===== config.mk =====
export PLATFORM = sky130hd
export DESIGN_NAME = vec_alu_seq
export DESIGN_NICKNAME = d
export VERILOG_FILES = /design/src/rtl/vec_alu_pkg.sv /design/src/rtl/alu_div_lane.sv /design/src/rtl/vec_alu_seq.sv
export SDC_FILE = /design/constraint.sdc
export NUM_CORES = 1
export LEC_CHECK = 0
export ABC_CLOCK_PERIOD_IN_PS = 11800
export BUFFER_PORTS_ARGS = -buffer_cell sky130_fd_sc_hd__buf_4
export CORE_ASPECT_RATIO = 1.4
export CORE_MARGIN = 2
export CORE_UTILIZATION = 30
export DETAILED_ROUTE_END_ITERATION = 12
export GPL_ROUTABILITY_DRIVEN = 1
export HOLD_SLACK_MARGIN = 0.02
export SETUP_SLACK_MARGIN = 0.5
export SLEW_MARGIN = 10
export SYNTH_ARGS = -nofsm -noshare
export SYNTH_HDL_FRONTEND = slang
export SYNTH_SLANG_ARGS = --single-unit

===== constraint.sdc =====
create_clock -name clk -period 11.8 [get_ports clk]
set_clock_uncertainty 0.15 [all_clocks]
set_input_delay 1.18 -clock clk [delete_from_list [all_inputs] [get_ports clk]]
set_output_delay 1.18 -clock clk [all_outputs]
set_load 0.02 [all_outputs]

===== src/rtl/vec_alu_pkg.sv =====
// Shared types and constants for the multi-lane sequential vector ALU.
//   alu_op_e        : 4-bit opcode encoding (11..15 are illegal)
//   vec_alu_state_e : control FSM states
//   FLAG_Z/FLAG_N   : bit positions inside each lane's 2-bit flag field
package vec_alu_pkg;

    localparam int unsigned OP_W   = 4;
    localparam int unsigned FLAG_W = 2;
    localparam int unsigned FLAG_Z = 0;
    localparam int unsigned FLAG_N = 1;

    typedef enum logic [OP_W-1:0] {
        OP_SUB = 4'd0,
        OP_ADD = 4'd1,
        OP_MUL = 4'd2,
        OP_MOV = 4'd3,
        OP_CMP = 4'd4,
        OP_DIV = 4'd5,
        OP_XOR = 4'd6,
        OP_AND = 4'd7,
        OP_NOT = 4'd8,
        OP_SHL = 4'd9,
        OP_SHR = 4'd10
    } alu_op_e;

    typedef enum logic [1:0] {
        ST_IDLE = 2'd0,
        ST_DIV  = 2'd1,
        ST_DONE = 2'd2
    } vec_alu_state_e;

endpackage


===== src/rtl/alu_div_lane.sv =====
// Iterative signed divider for one lane: restoring division on operand
// magnitudes, one quotient bit per cycle, sign applied on the final cycle.
//   clk, rst : clock, synchronous active-high reset
//   start    : latch a/b and begin a WIDTH-cycle division
//   a, b     : signed dividend / divisor
//   done_c   : high during the last iteration cycle (combinational)
//   quot_c   : signed quotient, valid while done_c is high (combinational)
//   divz     : divisor of the current/last division was zero
module alu_div_lane #(
    parameter int unsigned WIDTH = 8
) (
    input  logic             clk,
    input  logic             rst,
    input  logic             start,
    input  logic [WIDTH-1:0] a,
    input  logic [WIDTH-1:0] b,
    output logic             done_c,
    output logic [WIDTH-1:0] quot_c,
    output logic             divz
);

    localparam int unsigned CNT_W = $clog2(WIDTH);

    logic [WIDTH-1:0] quo_q, dvs_q, rem_q;
    logic [CNT_W-1:0] cnt_q;
    logic             neg_q, zero_q, run_q;

    logic [WIDTH:0]   rem_sh, diff;
    logic             q_bit;
    logic [WIDTH-1:0] rem_d, quo_d;

    // One restoring step: shift in the next dividend bit, try to subtract.
    always_comb begin
        rem_sh = {rem_q, quo_q[WIDTH-1]};
        diff   = rem_sh - {1'b0, dvs_q};
        q_bit  = ~diff[WIDTH];
        rem_d  = q_bit ? diff[WIDTH-1:0] : rem_sh[WIDTH-1:0];
        quo_d  = {quo_q[WIDTH-2:0], q_bit};
        done_c = run_q && (cnt_q == CNT_W'(WIDTH - 1));
        // Most-negative / -1 wraps back to most-negative naturally here.
        if (zero_q) begin
            quot_c = '0;
        end else if (neg_q) begin
            quot_c = WIDTH'(-quo_d);
        end else begin
            quot_c = quo_d;
        end
    end

    // Iteration state; the dividend register doubles as the quotient shifter.
    always_ff @(posedge clk) begin
        if (rst) begin
            quo_q  <= '0;
            dvs_q  <= '0;
            rem_q  <= '0;
            cnt_q  <= '0;
            neg_q  <= 1'b0;
            zero_q <= 1'b0;
            run_q  <= 1'b0;
        end else if (start) begin
            quo_q  <= a[WIDTH-1] ? WIDTH'(-a) : a;
            dvs_q  <= b[WIDTH-1] ? WIDTH'(-b) : b;
            rem_q  <= '0;
            cnt_q  <= '0;
            neg_q  <= a[WIDTH-1] ^ b[WIDTH-1];
            zero_q <= (b == '0);
            run_q  <= 1'b1;
        end else if (run_q) begin
            rem_q <= rem_d;
            quo_q <= quo_d;
            cnt_q <= cnt_q + CNT_W'(1);
            if (done_c) begin
                run_q <= 1'b0;
            end
        end
    end

    assign divz = zero_q;

endmodule


===== src/rtl/vec_alu_seq.sv =====
// Multi-lane sequential vector ALU with valid/ready in and out.
// Single-cycle ops complete one cycle after acceptance; DIV runs WIDTH
// cycles across all lanes in parallel.
//   clk, rst    : clock, synchronous active-high reset
//   in_valid/in_ready, in_op, in_a, in_b : request channel (lane i at [i*WIDTH +: WIDTH])
//   out_valid/out_ready, out_result, out_flags, out_divz, out_illegal : result channel
//   busy        : division in progress
module vec_alu_seq
    import vec_alu_pkg::*;
#(
    parameter int unsigned WIDTH = 8,
    parameter int unsigned LANES = 4
) (
    input  logic                   clk,
    input  logic                   rst,
    input  logic                   in_valid,
    output logic                   in_ready,
    input  logic [OP_W-1:0]        in_op,
    input  logic [LANES*WIDTH-1:0] in_a,
    input  logic [LANES*WIDTH-1:0] in_b,
    output logic                   out_valid,
    input  logic                   out_ready,
    output logic [LANES*WIDTH-1:0] out_result,
    output logic [2*LANES-1:0]     out_flags,
    output logic [LANES-1:0]       out_divz,
    output logic                   out_illegal,
    output logic                   busy
);

    vec_alu_state_e state_q, state_d;
    logic load_single, load_div, div_start;

    logic [WIDTH-1:0]  sc_res [LANES];
    logic [FLAG_W-1:0] sc_flg [LANES];
    logic [WIDTH-1:0]  dv_res [LANES];
    logic [FLAG_W-1:0] dv_flg [LANES];
    logic [LANES-1:0]  dv_dz, dv_done;
    logic              is_div, illegal_c, div_done;

    logic [LANES*WIDTH-1:0] result_q;
    logic [2*LANES-1:0]     flags_q;
    logic [LANES-1:0]       divz_q;
    logic                   illegal_q;

    assign is_div    = (in_op == OP_DIV);
    assign illegal_c = (in_op > OP_SHR);
    assign div_done  = &dv_done;

    // Per-lane single-cycle datapath and divider.
    for (genvar i = 0; i < LANES; i++) begin : g_lane
        logic [WIDTH-1:0]        a_l, b_l, res_c, q_c;
        logic signed [WIDTH-1:0] sra_c;
        logic [FLAG_W-1:0]       flg_c, dflg_c;
        logic                    upd_c, big_sh, dz, done_c;

        assign a_l    = in_a[i*WIDTH +: WIDTH];
        assign b_l    = in_b[i*WIDTH +: WIDTH];
        assign big_sh = (b_l >= WIDTH'(WIDTH));
        // Kept separate so the arithmetic shift stays in a signed context.
        assign sra_c  = $signed(a_l) >>> b_l;

        always_comb begin
            res_c = '0;
            upd_c = 1'b0;
            case (in_op)
                OP_SUB: begin res_c = a_l - b_l; upd_c = 1'b1; end
                OP_ADD: begin res_c = a_l + b_l; upd_c = 1'b1; end
                OP_MUL: begin res_c = a_l * b_l; upd_c = 1'b1; end
                OP_MOV: res_c = b_l;
                OP_CMP: begin res_c = a_l - b_l; upd_c = 1'b1; end
                OP_XOR: res_c = a_l ^ b_l;
                OP_AND: res_c = a_l & b_l;
                OP_NOT: res_c = ~b_l;
                OP_SHL: res_c = big_sh ? '0 : (a_l << b_l);
                OP_SHR: res_c = big_sh ? {WIDTH{a_l[WIDTH-1]}} : sra_c;
                default: res_c = '0;
            endcase
            flg_c = '0;
            if (upd_c) begin
                flg_c[FLAG_Z] = (res_c == '0);
                flg_c[FLAG_N] = res_c[WIDTH-1];
            end
        end

        alu_div_lane #(.WIDTH(WIDTH)) u_div (
            .clk    (clk),
            .rst    (rst),
            .start  (div_start),
            .a      (a_l),
            .b      (b_l),
            .done_c (done_c),
            .quot_c (q_c),
            .divz   (dz)
        );

        // Divide-by-zero lanes report no flags.
        always_comb begin
            dflg_c = '0;
            if (!dz) begin
                dflg_c[FLAG_Z] = (q_c == '0);
                dflg_c[FLAG_N] = q_c[WIDTH-1];
            end
        end

        assign sc_res[i]  = res_c;
        assign sc_flg[i]  = flg_c;
        assign dv_res[i]  = q_c;
        assign dv_flg[i]  = dflg_c;
        assign dv_dz[i]   = dz;
        assign dv_done[i] = done_c;
    end

    // State register.
    always_ff @(posedge clk) begin
        if (rst) begin
            state_q <= ST_IDLE;
        end else begin
            state_q <= state_d;
        end
    end

    // Next state and handshake outputs; DONE+out_ready accepts back-to-back.
    always_comb begin
        state_d     = state_q;
        in_ready    = 1'b0;
        out_valid   = 1'b0;
        busy        = 1'b0;
        load_single = 1'b0;
        load_div    = 1'b0;
        div_start   = 1'b0;
        case (state_q)
            ST_IDLE: begin
                in_ready = 1'b1;
            end
            ST_DIV: begin
                busy = 1'b1;
                if (div_done) begin
                    load_div = 1'b1;
                    state_d  = ST_DONE;
                end
            end
            ST_DONE: begin
                out_valid = 1'b1;
                in_ready  = out_ready;
                if (out_ready && !in_valid) begin
                    state_d = ST_IDLE;
                end
            end
            default: state_d = ST_IDLE;
        endcase
        if (in_ready && in_valid) begin
            if (is_div) begin
                div_start = 1'b1;
                state_d   = ST_DIV;
            end else begin
                load_single = 1'b1;
                state_d     = ST_DONE;
            end
        end
    end

    // Result registers: change only on load, so they hold through a stall.
    always_ff @(posedge clk) begin
        if (rst) begin
            result_q  <= '0;
            flags_q   <= '0;
            divz_q    <= '0;
            illegal_q <= 1'b0;
        end else if (load_single) begin
            for (int i = 0; i < LANES; i++) begin
                result_q[i*WIDTH +: WIDTH] <= sc_res[i];
                flags_q[2*i +: 2]          <= sc_flg[i];
            end
            divz_q    <= '0;
            illegal_q <= illegal_c;
        end else if (load_div) begin
            for (int i = 0; i < LANES; i++) begin
                result_q[i*WIDTH +: WIDTH] <= dv_res[i];
                flags_q[2*i +: 2]          <= dv_flg[i];
            end
            divz_q    <= dv_dz;
            illegal_q <= 1'b0;
        end
    end

    assign out_result  = result_q;
    assign out_flags   = flags_q;
    assign out_divz    = divz_q;
    assign out_illegal = illegal_q;

endmodule


# Word-level counts from Yosys, hierarchy flattened
# Cells that the tools add are included.
# classes
n_addsub	28
n_mul	4
n_div	0
magnitude_cmp	5
eq_ne	19
shifts	8
mux	81
bitwise	20
reduce_logical	32
# ops
op	count
$mux 8	38
$pmux 8 s9	4
$logic_not 8->1	12
$neg 8->8	12
$mux 32	2
$sub 9x8->9	4
$add 8x8->8	4
$and 8x8->8	4
$ge 8x4->1 const B	4
$mul 8x8->8	4
$not 8->8	4
$shl 8x8->8	4
$sshr 8x8->8	4
$sub 8x8->8	4
$xor 8x8->8	4
$mux 2	12
$mux 1	23
$eq 4x3->1 const B	4
$add 3x1->3 const B	4
$eq 3x3->1 const B	4
$eq 4x4->1 const B	3
$reduce_bool 2->1	5
$eq 4x2->1 const B	2
$logic_and 1x1->1	6
other kinds (17)	26
# word_totals
regBits	167
latch_bits	0
mem_bits_rw	0
romBits	0
inputBits	72
elab_cells	230
n_memories	0

# Logic depth before layout (Yosys ltp)
# logic_depth
depth_word	9
mapped_depth	20
depth_no_buf	18

# By module
# Synthesis repeated with hierarchy kept, for this count alone.
# hier_totals
hier_cells	2682
area_unflattened_um2	20688.6
# modules_own_cells
mod	n_inst	cells_each	area_each_um2
vec_alu_seq	1	1598	11890.2
alu_div_lane	4	271	2199.6

# Worst setup path before layout
# OpenSTA, ideal clock, no wires.
# synth_timing
kind	input to register
from	in in_b[0]
to	reg flags_q[0], in the netlist out_flags[0]
setup_ps	87
arrival_ps	5571
required_time_ps	11563
setup_slack_ps	5992
stages	18
n_path_buf	3
cell_sequence	clkbuf_1 -> buf_2 -> clkbuf_1 -> nand2_1 -> inv_1 -> fa_1 -> ha_1 -> inv_1 -> fa_1 -> fa_1 -> nor2b_1 -> o31ai_1 -> nand2_1 -> o221ai_1 -> or4_1 -> or4_1 -> o31a_1 -> o31ai_1
# synth_between
elab_chain_len	6
word_cells_on_any_way	15
# synth_rtl
element	line_no	text
from (decl)	vec_alu_seq.sv:20	input logic [LANES*WIDTH-1:0] in_b,
parallel branches: the longest is 2 deep, another holds $mul 8x8->8	--	
$pmux 8 s9 (*)	vec_alu_seq.sv:65	case (in_op)
$logic_not 8->1 (*)	vec_alu_seq.sv:80	flg_c[FLAG_Z] = (res_c == '0);
$mux 2 (*)	vec_alu_seq.sv:79	if (upd_c) begin
$mux 8 (*)	vec_alu_seq.sv:169	end else if (load_single) begin
to (signal, indexed assignment)	vec_alu_seq.sv:172	flags_q[2*i +: 2] <= sc_flg[i];
to (signal, indexed assignment)	vec_alu_seq.sv:179	flags_q[2*i +: 2] <= dv_flg[i];
to (decl)	vec_alu_seq.sv:41	logic [2*LANES-1:0] flags_q;
# Mark *: on every way between the ends.
# A chain may end at the register's enable or synchronous reset.

# Final worst setup path
# layout_timing
from	in in_b[2]
to	reg flags_q[0], in the netlist out_flags[0]
# Same word-level chain as after synthesis.

==> results.toml <==
[power]
p_total_mw = 2.10
p_sw_share_pct = 38.7
seqPwrFrac_pct = 28.6
combPwrFrac_pct = 42.7
p_sw_uw = 813
internal-power_mw = 1.29
leakage_nw = 8.77
max-vdd-ir-drop_mv = 0.0979
pwr-share-clk_pct = 28.7
pwr_density_cell_nw_per_um2 = 96.3

[synthesis]
yosysTopAreaCell = "dfxtp_1"
synth_flop_cell = "dfxtp_1"
synth_cells = 2585
synth_cell_types = 84
postSynthAreaPerCell_um2 = 7.63
syn-num-nets = 2893
netlist_area_um2 = 19700
synth.area.top_cells = "dfxtp_1, ha_1, fa_1, nor2_1, xnor2_1"
synth_top_area_share_pct = 17.0
synth-edff-count = 0
ys_warn_count = 0
synth-seq-cells = 167
synth_seq_area_share_pct = 17.0
ys_async_sr_fraction_pct = 0

[critical_path]
cp-end-kind = "flop"
crit_type = "input pin to flop"
cp-startpoint = "in_b[2]"
arrival_ns = 5.64
regToRegStartpoint = "g_lane[3].u_div.quo_q[7]"
cp_max_fo = 18
crit_required_ns = 12.01
setup.worst_path.start_class = "input pin"

[die]
coreArea_um2 = 65300
io_pins = 120
die_area_um2 = 67800
fp.dieW_um = 221
row_count = 111
start_util_pct = 30.2
die_h_um = 307

[detailed_routing]
antenna_left = 0
drc = 0
drtIter0Drc = 1679
drt-total-wl_um = 69700
vias = 19000
wl_per_cell_um = 20.4
drt-pass1-iter-count = 5
vias_per_cell = 5.56

[clock_network]
root_buffer = "clkbuf_16"
cts.sinks = 167
post_cts_buffers = 0
clock_path_buffers = 2
path_clk_slew_ns = 0.08
cts_made_buffers = 17
cts_tree = "done"
htree_num_levels = 4
cts_hold_buf = 0
clk-insertion-delay-late_ns = 0.45
cts_resized = 0

[job]
maxCapViolations = 0

[grt]
antenna_found_initial = 1
grt_pass1_vias = 18300
grt_max_degree = 74
grt_pass1_wl_um = 108000
grtUsageTotal_pct = 20.5
grt-ovfl-total = 0

[timing]
finalCritPeriodShare_pct = 46.0
final.setup.tns_ns = 0
grt_setup_unrepaired = "no"
slew-limit-headroom_pct = 21.6
fin_crit_ns = 5.43
setup_violations = 0
fmax_ghz = 0.184
setup_ws_ns = 6.37
maxSlewViolCount = 0
hold_viol = 0
worst_slew_pin_slew_ns = 1.17

[placement]
routabilityCongestion = 0.980
place_ws_ns = 5.96
place_hpwl_um = 52000
io_buffers = 119

[cells_and_area]
syn_to_final_growth_pct = 10.6
nNetsFinal = 2861
fill_cells = 6989
seqCellArea_um2 = 3340
multiInputGateArea_um2 = 15000
drive_gt1_share_pct = 9.31

[min_path]
min_from = "g_lane[2].u_div.dvs_q[7]"
hp-class = "flop to flop"

[status]
status = "finished, final reports clean"
[metal layers]
layer  vias up  global-route usage, %  routed length, um  part of all wire [%]
li1       9071                      -                  -                     -
met1      8978                   26.1              29300                    42
met2       733                   33.2              32200                    46
met3       196                   2.80               4360                   6.2
met4         0                   11.1               3850                   5.5
met5         -                      0                  0                     0
[sequential cells by signal, indices dropped and copies added, names as in the netlist]
register            cells
out_divz                4
g_lane.u_div.dvs_q     32
out_illegal             1
out_result             32
g_lane.u_div.quo_q     32
g_lane.u_div.cnt_q     12
state_q                 2
g_lane.u_div.neg_q      4
g_lane.u_div.run_q      4
out_flags               8
g_lane.u_div.divz       4
g_lane.u_div.rem_q     32
[worst paths after layout]
| path | to | slack (ns) | cells past startpoint |
|---|---|---|---|
| worst min-delay path | g_lane[2].u_div.dvs_q[7] | 0.30 | 2 |
| worst max register to register | out_flags[6] | 7.34 | 17 |
| worst max-delay path | out_flags[0] | 6.37 | 17 |
| worst min register to register | g_lane[2].u_div.dvs_q[7] | 0.30 | 2 |
[critical path, stage by stage]
cell,delay [ns]
buf_4,0.21
clkinv_1,0.26
nor2_1,0.19
ha_1,0.19
fa_1,0.41
ha_1,0.30
inv_1,0.05
fa_1,0.52
fa_1,0.54
nor2b_1,0.13
o31ai_1,0.08
nand2_1,0.10
o221ai_1,0.10
or4_1,0.56
or4_1,0.51
o31a_1,0.25
o31ai_1,0.07
[power by group through the flow]
stage,Clock [mW],Sequential [mW],Combinational [mW]
final,0.602,0.601,0.896
after global routing,0.630,0.603,0.994
after global placement,0,0.614,0.882
after CTS,0.610,0.601,0.892
after detailed placement,0,0.613,0.887
after floorplan,0,0.615,0.629
[cell families (layout without fill, tap and decap cells)]
logic type / Yosys count / count (layout) / synth area share (%)
buf+inv: 383 / 364 / 7.56
xor+xnor: 178 / 178 / 7.91
compound gates: 594 / 594 / 20.9
other cells: 0 / 1 / 0
flops: 167 / 167 / 17.0
simple gates: 895 / 895 / 21.7
mux: 132 / 132 / 7.95
fa+ha+maj: 236 / 236 / 17.1
[synth_stat cells (32+ instances only)]
library cell / count
a211oi_1: 89
a21oi_1: 140
and2_1: 66
clkbuf_1: 148
dfxtp_1: 167
fa_1: 56
ha_1: 180
inv_1: 177
mux2i_1: 98
nand2_1: 261
nand2b_1: 54
nor2_1: 282
nor2b_1: 33
nor3_1: 54
o21ai_0: 74
o31ai_1: 32
xnor2_1: 115
xor2_1: 63
[final cells by class]
type,count,area share (%)
timing repair buffer,149,5.13
inverter,183,3.15
antenna,1,0.0115
sequential,167,15.3
clock inverter,13,0.775
multi-input combinational,2035,68.6
clock buffer,19,2.08
tap,847,4.86
[placed cells by master, fill, tap and decap left out, types with 32 or more instances in the layout]
master / count
nor2_1: 281
nand2_1: 260
ha_1: 180
inv_1: 177
dfxtp_1: 167
buf_4: 149
a21oi_1: 140
xnor2_1: 115
mux2i_1: 98
a211oi_1: 87
o21ai_0: 74
and2_1: 65
xor2_1: 63
fa_1: 56
nor3_1: 54
nand2b_1: 54
nor2b_1: 33
o31ai_1: 32
[metrics by stage]
stage | instance area [um2] | hold WS, ns | cells | utilization [%]
after floorplan | 19700 | 0.286 | 2585 | -
after global placement | 21200 | 0.294 | 3381 | 32.4
after detailed placement | 21200 | 0.298 | 3381 | 32.4
after CTS | 21800 | 0.308 | 3413 | 33.4
after global routing | 21800 | 0.327 | 3414 | 33.4
final | 21800 | 0.304 | 3414 | 33.4
(Power assumes the default switching activity.)
